**config.mk**
```make
export PLATFORM = sky130hd
export DESIGN_NAME = decode_flat
export DESIGN_NICKNAME = d
export VERILOG_FILES = /design/src/rtl/decode_if.sv /design/src/rtl/decode.sv /design/src/flat_wrapper.sv
export SDC_FILE = /design/constraint.sdc
export NUM_CORES = 1
export LEC_CHECK = 0
export ABC_AREA = 1
export CORE_UTILIZATION = 34
export DETAILED_ROUTE_END_ITERATION = 8
export PLACE_DENSITY_LB_ADDON = 0.12
export SYNTH_ARGS = -nofsm -noshare
export SYNTH_HDL_FRONTEND = slang
export SYNTH_SLANG_ARGS = --single-unit
```
**constraint.sdc**
```tcl
create_clock -name clk -period 3.5 [get_ports clk]
set_input_delay 0.7 -clock clk [delete_from_list [all_inputs] [get_ports clk]]
set_output_delay 0.7 -clock clk [all_outputs]
set_load 0.03 [all_outputs]
```
**src/rtl/decode_if.sv**
```systemverilog
// Fetch-to-decode and decode-to-execute signal bundle for the decode stage.
// master = fetch/execute side, slave = decode stage.
interface decode_if;
    logic [31:0] inst_in;
    logic [31:0] pc_in;
    logic        valid_in;
    logic        stall_in;
    logic        flush_in;
    logic        decode_pipeline_ctl_out;
    logic        valid_out;
    logic [31:0] pc_out;
    logic [31:0] inst_out;
    logic [6:0]  opcode;
    logic [4:0]  rd;
    logic [4:0]  rs1;
    logic [4:0]  rs2;
    logic [2:0]  funct3;
    logic [6:0]  funct7;
    logic [31:0] imm;
    logic        is_load;
    logic        illegal;

    modport master (
        output inst_in, pc_in, valid_in, stall_in, flush_in,
        input  decode_pipeline_ctl_out, valid_out, pc_out, inst_out,
        input  opcode, rd, rs1, rs2, funct3, funct7, imm,
        input  is_load, illegal
    );

    modport slave (
        input  inst_in, pc_in, valid_in, stall_in, flush_in,
        output decode_pipeline_ctl_out, valid_out, pc_out, inst_out,
        output opcode, rd, rs1, rs2, funct3, funct7, imm,
        output is_load, illegal
    );
endinterface

```
**src/rtl/decode.sv**
```systemverilog
// rv32i decode stage: field crack, immediate gen, load-use bubble.
// Define DECODE_ILLEGAL_TRAP_EN to pass unknown opcodes on flagged illegal.
module decode #(
    parameter int          XLEN     = 32,
    parameter logic [31:0] NOP_INST = 32'h00000013
) (
    input  logic     clk,
    input  logic     rst,
    decode_if.slave  bus
);

    localparam logic [6:0] OP_LUI    = 7'b0110111;
    localparam logic [6:0] OP_AUIPC  = 7'b0010111;
    localparam logic [6:0] OP_JAL    = 7'b1101111;
    localparam logic [6:0] OP_JALR   = 7'b1100111;
    localparam logic [6:0] OP_BRANCH = 7'b1100011;
    localparam logic [6:0] OP_LOAD   = 7'b0000011;
    localparam logic [6:0] OP_STORE  = 7'b0100011;
    localparam logic [6:0] OP_IMM    = 7'b0010011;
    localparam logic [6:0] OP_OP     = 7'b0110011;
    localparam logic [6:0] OP_MISC   = 7'b0001111;
    localparam logic [6:0] OP_SYSTEM = 7'b1110011;

    typedef struct packed {
        logic [6:0]  opcode;
        logic [4:0]  rd;
        logic [4:0]  rs1;
        logic [4:0]  rs2;
        logic [2:0]  funct3;
        logic [6:0]  funct7;
        logic [31:0] imm;
        logic        is_load;
        logic        illegal;
    } fields_t;

    function automatic fields_t crack(input logic [31:0] w);
        fields_t f;
        f.opcode  = w[6:0];
        f.rd      = w[11:7];
        f.rs1     = w[19:15];
        f.rs2     = w[24:20];
        f.funct3  = w[14:12];
        f.funct7  = w[31:25];
        f.imm     = '0;
        f.is_load = 1'b0;
        f.illegal = 1'b0;
        unique case (1'b1)
            (w[6:0] == OP_LUI) || (w[6:0] == OP_AUIPC): begin
                f.rs1 = '0;
                f.rs2 = '0;
                f.imm = {w[31:12], 12'h000};
            end
            w[6:0] == OP_JAL: begin
                f.rs1 = '0;
                f.rs2 = '0;
                f.imm = {{12{w[31]}}, w[19:12], w[20],
                         w[30:21], 1'b0};
            end
            (w[6:0] == OP_JALR) || (w[6:0] == OP_IMM) ||
            (w[6:0] == OP_SYSTEM): begin
                f.rs2 = '0;
                f.imm = {{20{w[31]}}, w[31:20]};
            end
            w[6:0] == OP_LOAD: begin
                f.rs2     = '0;
                f.imm     = {{20{w[31]}}, w[31:20]};
                f.is_load = 1'b1;
            end
            w[6:0] == OP_MISC: begin
                f.rs2 = '0;
            end
            w[6:0] == OP_STORE: begin
                f.rd  = '0;
                f.imm = {{20{w[31]}}, w[31:25], w[11:7]};
            end
            w[6:0] == OP_BRANCH: begin
                f.rd  = '0;
                f.imm = {{19{w[31]}}, w[31], w[7], w[30:25],
                         w[11:8], 1'b0};
            end
            w[6:0] == OP_OP: ;
            default: f.illegal = 1'b1;
        endcase
        return f;
    endfunction

    // {uses_rs1, uses_rs2}
    function automatic logic [1:0] uses(input logic [31:0] w);
        logic [1:0] u;
        u = 2'b00;
        unique case (1'b1)
            (w[6:0] == OP_OP) || (w[6:0] == OP_STORE) ||
            (w[6:0] == OP_BRANCH): u = 2'b11;
            (w[6:0] == OP_IMM) || (w[6:0] == OP_LOAD) ||
            (w[6:0] == OP_JALR) || (w[6:0] == OP_SYSTEM): u = 2'b10;
            default: u = 2'b00;
        endcase
        return u;
    endfunction

    localparam fields_t NOP_F = crack(NOP_INST);

    logic            valid_r;
    logic [XLEN-1:0] pc_r;
    logic [31:0]     inst_r;
    fields_t         f_r;

    fields_t     src_f;
    fields_t     cap_f;
    logic [31:0] cap_inst;
    logic        take;
    logic [1:0]  use_src;
    logic        hazard;

    always_comb begin
        src_f = crack(bus.inst_in);
`ifdef DECODE_ILLEGAL_TRAP_EN
        take = bus.valid_in;
`else
        take = bus.valid_in & ~src_f.illegal;
`endif
        cap_f    = take ? src_f : NOP_F;
        cap_inst = take ? bus.inst_in : NOP_INST;
    end

    always_comb begin
        use_src = uses(bus.inst_in);
        hazard  = valid_r & f_r.is_load & (f_r.rd != 5'd0) &
                  bus.valid_in &
                  ((use_src[1] & (bus.inst_in[19:15] == f_r.rd)) |
                   (use_src[0] & (bus.inst_in[24:20] == f_r.rd)));
    end

    assign bus.decode_pipeline_ctl_out =
        bus.flush_in | (~bus.stall_in & ~hazard);

    // Flush beats stall; a stalled hazard waits for the first free edge.
    always_ff @(posedge clk or negedge rst) begin
        if (!rst) begin
            valid_r <= 1'b0;
            pc_r    <= '0;
            inst_r  <= NOP_INST;
            f_r     <= NOP_F;
        end else if (bus.flush_in | (~bus.stall_in & hazard)) begin
            valid_r <= 1'b0;
            pc_r    <= '0;
            inst_r  <= NOP_INST;
            f_r     <= NOP_F;
        end else if (!bus.stall_in) begin
            valid_r <= take;
            pc_r    <= bus.pc_in;
            inst_r  <= cap_inst;
            f_r     <= cap_f;
        end
    end

    assign bus.valid_out = valid_r;
    assign bus.pc_out    = pc_r;
    assign bus.inst_out  = inst_r;
    assign bus.opcode    = f_r.opcode;
    assign bus.rd        = f_r.rd;
    assign bus.rs1       = f_r.rs1;
    assign bus.rs2       = f_r.rs2;
    assign bus.funct3    = f_r.funct3;
    assign bus.funct7    = f_r.funct7;
    assign bus.imm       = f_r.imm;
    assign bus.is_load   = f_r.is_load;
    assign bus.illegal   = f_r.illegal;

endmodule

```
**src/flat_wrapper.sv**
```systemverilog
// flat-port wrapper written by rule: the top's interface ports become plain ports
module decode_flat 
#(
    parameter int          XLEN     = 32,
    parameter logic [31:0] NOP_INST = 32'h00000013
)
  (clk, rst, bus_inst_in, bus_pc_in, bus_valid_in, bus_stall_in, bus_flush_in, bus_decode_pipeline_ctl_out, bus_valid_out, bus_pc_out, bus_inst_out, bus_opcode, bus_rd, bus_rs1, bus_rs2, bus_funct3, bus_funct7, bus_imm, bus_is_load, bus_illegal);
  decode_if bus_i ();
  input  logic clk;
  input  logic rst;
  input wire logic [$bits(bus_i.inst_in)-1:0] bus_inst_in;
  input wire logic [$bits(bus_i.pc_in)-1:0] bus_pc_in;
  input wire logic [$bits(bus_i.valid_in)-1:0] bus_valid_in;
  input wire logic [$bits(bus_i.stall_in)-1:0] bus_stall_in;
  input wire logic [$bits(bus_i.flush_in)-1:0] bus_flush_in;
  output wire logic [$bits(bus_i.decode_pipeline_ctl_out)-1:0] bus_decode_pipeline_ctl_out;
  output wire logic [$bits(bus_i.valid_out)-1:0] bus_valid_out;
  output wire logic [$bits(bus_i.pc_out)-1:0] bus_pc_out;
  output wire logic [$bits(bus_i.inst_out)-1:0] bus_inst_out;
  output wire logic [$bits(bus_i.opcode)-1:0] bus_opcode;
  output wire logic [$bits(bus_i.rd)-1:0] bus_rd;
  output wire logic [$bits(bus_i.rs1)-1:0] bus_rs1;
  output wire logic [$bits(bus_i.rs2)-1:0] bus_rs2;
  output wire logic [$bits(bus_i.funct3)-1:0] bus_funct3;
  output wire logic [$bits(bus_i.funct7)-1:0] bus_funct7;
  output wire logic [$bits(bus_i.imm)-1:0] bus_imm;
  output wire logic [$bits(bus_i.is_load)-1:0] bus_is_load;
  output wire logic [$bits(bus_i.illegal)-1:0] bus_illegal;
  assign bus_i.inst_in = bus_inst_in;
  assign bus_i.pc_in = bus_pc_in;
  assign bus_i.valid_in = bus_valid_in;
  assign bus_i.stall_in = bus_stall_in;
  assign bus_i.flush_in = bus_flush_in;
  assign bus_decode_pipeline_ctl_out = bus_i.decode_pipeline_ctl_out;
  assign bus_valid_out = bus_i.valid_out;
  assign bus_pc_out = bus_i.pc_out;
  assign bus_inst_out = bus_i.inst_out;
  assign bus_opcode = bus_i.opcode;
  assign bus_rd = bus_i.rd;
  assign bus_rs1 = bus_i.rs1;
  assign bus_rs2 = bus_i.rs2;
  assign bus_funct3 = bus_i.funct3;
  assign bus_funct7 = bus_i.funct7;
  assign bus_imm = bus_i.imm;
  assign bus_is_load = bus_i.is_load;
  assign bus_illegal = bus_i.illegal;
  decode #(.XLEN(XLEN), .NOP_INST(NOP_INST)) u_core (.clk(clk), .rst(rst), .bus(bus_i));
endmodule
```
==> metrics.csv, run 1 <==
stage,metric,value,unit
clock_tree,clkLatencyLatePin,420,ps
timing,rsz0062_at_grt,false,
grt,grt_pass1_vias,5207,
routing,drt-total-wl,17920,µm
routing,first_pass_iters,5,
clock_tree,cts_sinks,114,
timing,final_hold_viol_count,0,
floorplan,initial_core_util,34.95,%
layout,final_net_count,1036,
worst_setup_path,cp.arrival,2490,ps
yosys,synth_xor_area_share,1.050,%
placement,dp_cells,1168,
yosys,netlist_instances,795,
layout,fillers,1658,
clock_tree,tritoncts,done,
timing,fin_crit,3186,ps
floorplan,die_y,133.0,µm
yosys,syn_area,5837,µm²
yosys,synth_area_leaders,"dfrtp_1 48%, nand2_1 18%, nand3_1 7.9%",
clock_tree,cts-root-buf,clkbuf_16,
placement,gp_congestion,0.8842,
routing,initialDrtViolationCount,374,
worst_setup_path,criticalPathCategory,in2out,
grt,grt_max_degree,112,
routing,vias,5663,
placement,portBuffers,200,
run_status,status,finished clean,
power_and_ir_drop,cellPowerDensity,410.7,nW/µm²
clock_tree,clk_pin_slew,50,ps
grt,grt_first_pass_wirelength,28750,µm
timing,relSlewSlack,64.91,%
floorplan,boundaryPins,201,
clock_tree,clockBufferDepth,2,
routing,wl_per_cell,14.95,µm
power_and_ir_drop,vdd_drop_max,0.0003253,V
hold_path,holdCritPathClass,in2async,
floorplan,die_width,133.0,µm
layout,antennaDiodeCount,0,
job,maxCapViolations,0,
worst_setup_path,crit_fanout,7,
timing,fin_crit_sh,91.01,%
routing,route.detailed.drc,0,
timing,finClkSkew,6.301,ps
yosys,synth_edf_count,0,
yosys,yosysSeqAreaShare,48.94,%
yosys,async_reset_ff_share,100.0,%
grt,antenna_found_initial,0,
yosys,yosys.area.top_type_share,47.59,%
yosys,yosys_most_used_dff,dfrtp_1,
placement,place_hpwl,12260,µm
timing,maxSlewViolCount,0,
floorplan,core_area,16700,µm²
yosys,synthAdderAreaFrac,0,%
yosys,netlist_top_cells_count,"279 x nand2_1, 111 x dfrtp_1, 100 x nor2_1, 92 x nand3_1, 47 x inv_1",
timing,fmax,0.3139,GHz
yosys,ys_ff_latch,114,
layout,area_delta_synth_final,45.17,%
timing,tns,0,ps
power_and_ir_drop,p_leak,4.111,nW
routing,routed_via_density,4.723,
yosys,synth-compound-area-share,6.174,%
yosys,synth_cell_types,23,
layout,drive_gt1_share,7.048,%
floorplan,dieArea,17700,µm²
clock_tree,cts_made_buffers,17,
timing,worst_pin_slew,526.4,ps
yosys,synth_mux_area_share,0,%
layout,instances_no_fill,1199,
clock_tree,htree_levels,4,
routing,ant_nets,0,
yosys,yosysMostFrequentCell,nand2_1,
grt,grt_usage,20.99,%
floorplan,rows,47,
clock_tree,cts_resized,0,
clock_tree,post_cts_buffers,0,
yosys,syn-mean-instance-area,7.342,µm²
grt,grt_remaining_overflow,0,
worst_setup_path,cp_data_required_time,2800,ps
layout,final-seq-area,2856,µm²
yosys,synthSimpleGateAreaFrac,34.41,%
timing,setup_violations,0,
yosys,synth_warnings,0,
yosys,syn_nets,864,
layout,multi_input_area,2437,µm²
worst_setup_path,worstSetupStartpointType,input port,
yosys,synth_area_leader_cell,dfrtp_1,
clock_tree,ctsHoldBuffers,0,
yosys,synth_top_family_by_area,simple AND/OR/NAND/NOR gates,
worst_setup_path,cp-end-kind,output pin,
## logic make-up (layout without fill, tap and decap cells)
logic type,Yosys count,after routing
AOI/OAI and AO/OA,72,72
buffers and inverters,114,298
DFF,114,114
and+or+nand+nor,488,488
xor gates and xnor gates,7,7
## where the power goes
part / leakage [nW] / switching [W] / internal (W)
Sequential: 1.56 / 0.0000183 / 0.00135
Combinational: 2.26 / 0.000257 / 0.000167
Clock: 0.289 / 0.000617 / 0.00107
## placed cells by master, fill, tap and decap left out, drive strengths merged
cell type      count
nand3             94
nand2            282
clkdlybuf4s50    198
clkbuf            20
xnor2              5
bufinv             2
buf               15
a21oi             29
xor2               2
inv               54
o21ai             43
dfstp              3
clkinv             9
nand4              3
or2                2
nand3b             1
nor2             106
dfrtp            111
## state kept, by name, indices dropped and copies added (netlist names)
signal	count
u_core.bus.opcode	6
u_core.bus.pc_out	32
u_core.bus.is_load	1
u_core.bus.imm	32
u_core.bus.illegal	1
u_core.bus.valid_out	1
u_core.bus.rs1	5
u_core.bus.inst_out	18
u_core.bus.funct7	6
u_core.bus.funct3	2
u_core.bus.rs2	5
u_core.bus.rd	5
## metrics by stage
stage / setup WS, ps / hold WS (ps) / util [%] / area (µm²) / total power [W]
2_1_floorplan: 1131 / 404.4 / - / 5837 / 0.001589
3_3_place_gp: 388.7 / 465.3 / 47.33 / 7904 / 0.001819
3_5_place_dp: 339.6 / 464.4 / 47.33 / 7904 / 0.001816
4_1_cts: 329.1 / 269.3 / 50.73 / 8473 / 0.003515
5_1_grt: 159.4 / 290.1 / 50.73 / 8473 / 0.003619
6_report: 314.5 / 260.7 / 50.73 / 8473 / 0.003480
## critical path, cell delays in order
cell	delay [ps]
clkdlybuf4s50_1	480
inv_2	100
nand2_1	60
nor2_2	220
nand3_1	180
nand3_1	150
nand3_1	140
nand2_1	200
nand2_1	70
buf_4	170
## final cells by class
| type | count | area share [%] |
|---|---|---|
| repair buffers | 213 | 25.16 |
| flip-flops and latches | 114 | 33.71 |
| well taps | 220 | 3.249 |
| multi-input cells | 567 | 28.77 |
| clock inverters | 11 | 1.329 |
| clock buffers | 20 | 5.390 |
| inverters | 54 | 2.392 |
## metal layers
layer | track usage (%) | wire length [µm] | up-vias | share of wire, %
li1 | - | - | 2822 | -
met1 | 28.82 | 8419 | 2642 | 47
met2 | 31.06 | 7927 | 187 | 44
met3 | 7.241 | 1391 | 12 | 7.8
met4 | 6.130 | 182 | 0 | 1.0
met5 | 0 | 0 | - | 0
## final timing paths
check | startpoint | end | slack [ps] | cells after the start
max reg2reg | u_core.bus.rd[0] | u_core.bus.inst_out[6] | 1540 | 11
max | bus_inst_in[3] | bus_decode_pipeline_ctl_out | 310 | 10
min in group clk | u_core.bus.imm[6] | u_core.bus.imm[6] | 480 | 2
min reg2reg | u_core.bus.imm[6] | u_core.bus.imm[6] | 480 | 2
min | rst | u_core.bus.funct3[0] | 260 | 1
max in group asynchronous | rst | u_core.bus.opcode[4] | 2490 | 2
(Power assumes the default switching activity.)
==> run 2, diff against run 1 <==
--- a/config.mk
+++ b/config.mk
@@ -6,6 +6,7 @@
 export NUM_CORES = 1
 export LEC_CHECK = 0
 export ABC_AREA = 1
+export CORE_MARGIN = 2
 export CORE_UTILIZATION = 34
 export DETAILED_ROUTE_END_ITERATION = 8
 export PLACE_DENSITY_LB_ADDON = 0.12
==> run 2 against run 1 <==
  * Core utilization up 0.79 points
  * Sequential share of layout area shrank 0.52 points
  * Count of clock-buffer cells in the layout up 3
  * Register-to-register slack worse by 40 ps
  * Highest routed layer unchanged
  * Sequential power is essentially flat
==> metrics.csv, run 2 (same netlist as run 1, synthesis figures left out) <==
stage,metric,value,unit
power_and_ir_drop,cellPowerDensity,449.7,nW/µm²
clock_tree,clk_pin_slew,60,ps
routing,route.detailed.drc,0,
power_and_ir_drop,internal-power,0.002980,W
clock_tree,tritoncts,done,
layout,layout_common_cells,"279 x nand2_1, 198 x clkdlybuf4s50_1, 111 x dfrtp_1, 99 x nor2_1, 92 x nand3_1",
worst_setup_path,regToRegStartpoint,u_core.bus.rd[2],
floorplan,boundaryPins,201,
grt,grt_max_degree,112,
worst_setup_path,path_common_cell,nand3_1,
power_and_ir_drop,vdd_drop_max,0.0003480,V
grt,antenna_found_initial,0,
worst_setup_path,ff2ff_setup_slack,1500,ps
placement,portBuffers,200,
clock_tree,cts_made_buffers,17,
placement,gp_congestion,0.8743,
layout,instances_no_fill,1200,
power_and_ir_drop,pwr-share-seq,35.3,%
placement,dp_cells,1168,
worst_setup_path,cp_data_required_time,2800,ps
floorplan,core_area,16700,µm²
routing,ant_nets,0,
power_and_ir_drop,p_comb_share,10.9,%
hold_path,holdCritPathClass,in2async,
timing,maxSlewViolCount,0,
power_and_ir_drop,clock_power_share,53.8,%
clock_tree,cts-root-buf,clkbuf_16,
worst_setup_path,r2r_cells,12,
power_and_ir_drop,power.share.switching,22.99,%
layout,drive_gt1_share,6.939,%
power_and_ir_drop,p_leak,4.162,nW
grt,grt_remaining_overflow,0,
clock_tree,ctsHoldBuffers,0,
worst_setup_path,cpMaxStageDelayCell,clkdlybuf4s50_1,
worst_setup_path,r2r_end,u_core.bus.inst_out[22],
placement,place_hpwl,12480,µm
worst_setup_path,worstSetupStartpointType,input port,
worst_setup_path,criticalPathCategory,in2out,
layout,antennaDiodeCount,0,
floorplan,die_width,135.0,µm
worst_setup_path,path_cells,clkdlybuf4s50_1 -> inv_2 -> o21ai_0 -> nand3_1 -> nand3_1 -> nand3_1 -> nand2_1 -> nand2_1 -> buf_4,
grt,grt_pass1_vias,5365,
worst_setup_path,cp.arrival,2430,ps
power_and_ir_drop,p_total,0.003870,W
grt,grt_first_pass_wirelength,29190,µm
layout,area_delta_synth_final,47.44,%
timing,setup_violations,0,
clock_tree,clkLatencyLatePin,410,ps
clock_tree,cts_sinks,114,
floorplan,dieArea,18230,µm²
layout,final_net_count,1036,
routing,vias,5650,
timing,worst_pin_slew,758.4,ps
timing,fin_crit,3126,ps
timing,fin_crit_sh,89.30,%
clock_tree,htree_levels,4,
power_and_ir_drop,p_switching,0.0008895,W
routing,routed_via_density,4.708,
timing,fmax,0.3199,GHz
routing,drt-total-wl,18180,µm
routing,wl_per_cell,15.15,µm
clock_tree,post_cts_buffers,0,
worst_setup_path,cp-end-kind,output pin,
worst_setup_path,max_stage_delay,540,ps
routing,initialDrtViolationCount,414,
clock_tree,cts_resized,0,
timing,final_hold_viol_count,0,
layout,final_common_cell,nand2_1,
floorplan,die_y,135.0,µm
run_status,status,finished clean,
worst_setup_path,crit_fanout,7,
timing,tns,0,ps
floorplan,rows,47,
timing,rsz0062_at_grt,false,
timing,relSlewSlack,49.44,%
floorplan,initial_core_util,34.95,%
job,maxCapViolations,0,
routing,first_pass_iters,5,
timing,finClkSkew,7.553,ps
grt,grt_usage,20.41,%
clock_tree,clockBufferDepth,2,
run 2: layer usage:
| layer | GRT usage (%) | wire [µm] |
|---|---|---|
| met1 | 28.60 | 8459 |
| met2 | 30.40 | 8049 |
| met3 | 5.856 | 1343 |
| met4 | 6.713 | 323 |
| met5 | 0 | 0 |
run 2: worst max-delay path by stage:
stage              startpoint                     endpoint  slack, ps  depth (start not counted)
2_1_floorplan  bus_inst_in[0]  bus_decode_pipeline_ctl_out       1130                          9
6_report       bus_inst_in[4]  bus_decode_pipeline_ctl_out        370                          9
3_5_place_dp   bus_inst_in[1]  bus_decode_pipeline_ctl_out        380                          9
4_1_cts        bus_inst_in[1]  bus_decode_pipeline_ctl_out        370                          9
5_1_grt        bus_inst_in[2]  bus_decode_pipeline_ctl_out        180                         10
3_3_place_gp   bus_inst_in[0]  bus_decode_pipeline_ctl_out        400                         11
run 2: power by group through the flow:
stage / clock network, W / registers (W) / logic [W]
final: 0.00208 / 0.00137 / 0.000423
after global routing: 0.00218 / 0.00137 / 0.000460
after CTS: 0.00211 / 0.00137 / 0.000428
after detailed placement: 0 / 0.00139 / 0.000426
after global placement: 0 / 0.00139 / 0.000428
after floorplan: 0 / 0.00144 / 0.000146
run 2: layout make-up:
cell class	instances	area (µm²)
multi-input cells	567	2437
clock inverters	9	224.0
inverters	54	202.7
repair buffers	213	2132
fillers	1648	8095
well taps	220	275.3
flip-flops and latches	114	2856
clock buffers	23	478.0
run 2: critical path, delay by kind of cell:
kind,cells,cell delay [ps]
buffers and inverters,3,790
AO/OA/AOI/OAI,1,230
AND/OR/NAND/NOR,5,700
run 2: metrics by stage:
stage | instance area [µm²] | utilization (%) | hold slack [ps] | setup slack (ps)
after floorplan | 5837 | - | 404.4 | 1131
after global routing | 8606 | 51.53 | 417.2 | 181.1
after global placement | 7904 | 47.33 | 464.0 | 399.4
final | 8606 | 51.53 | 365.5 | 374.4
after detailed placement | 7904 | 47.33 | 464.3 | 383.6
after CTS | 8606 | 51.53 | 388.2 | 373.9
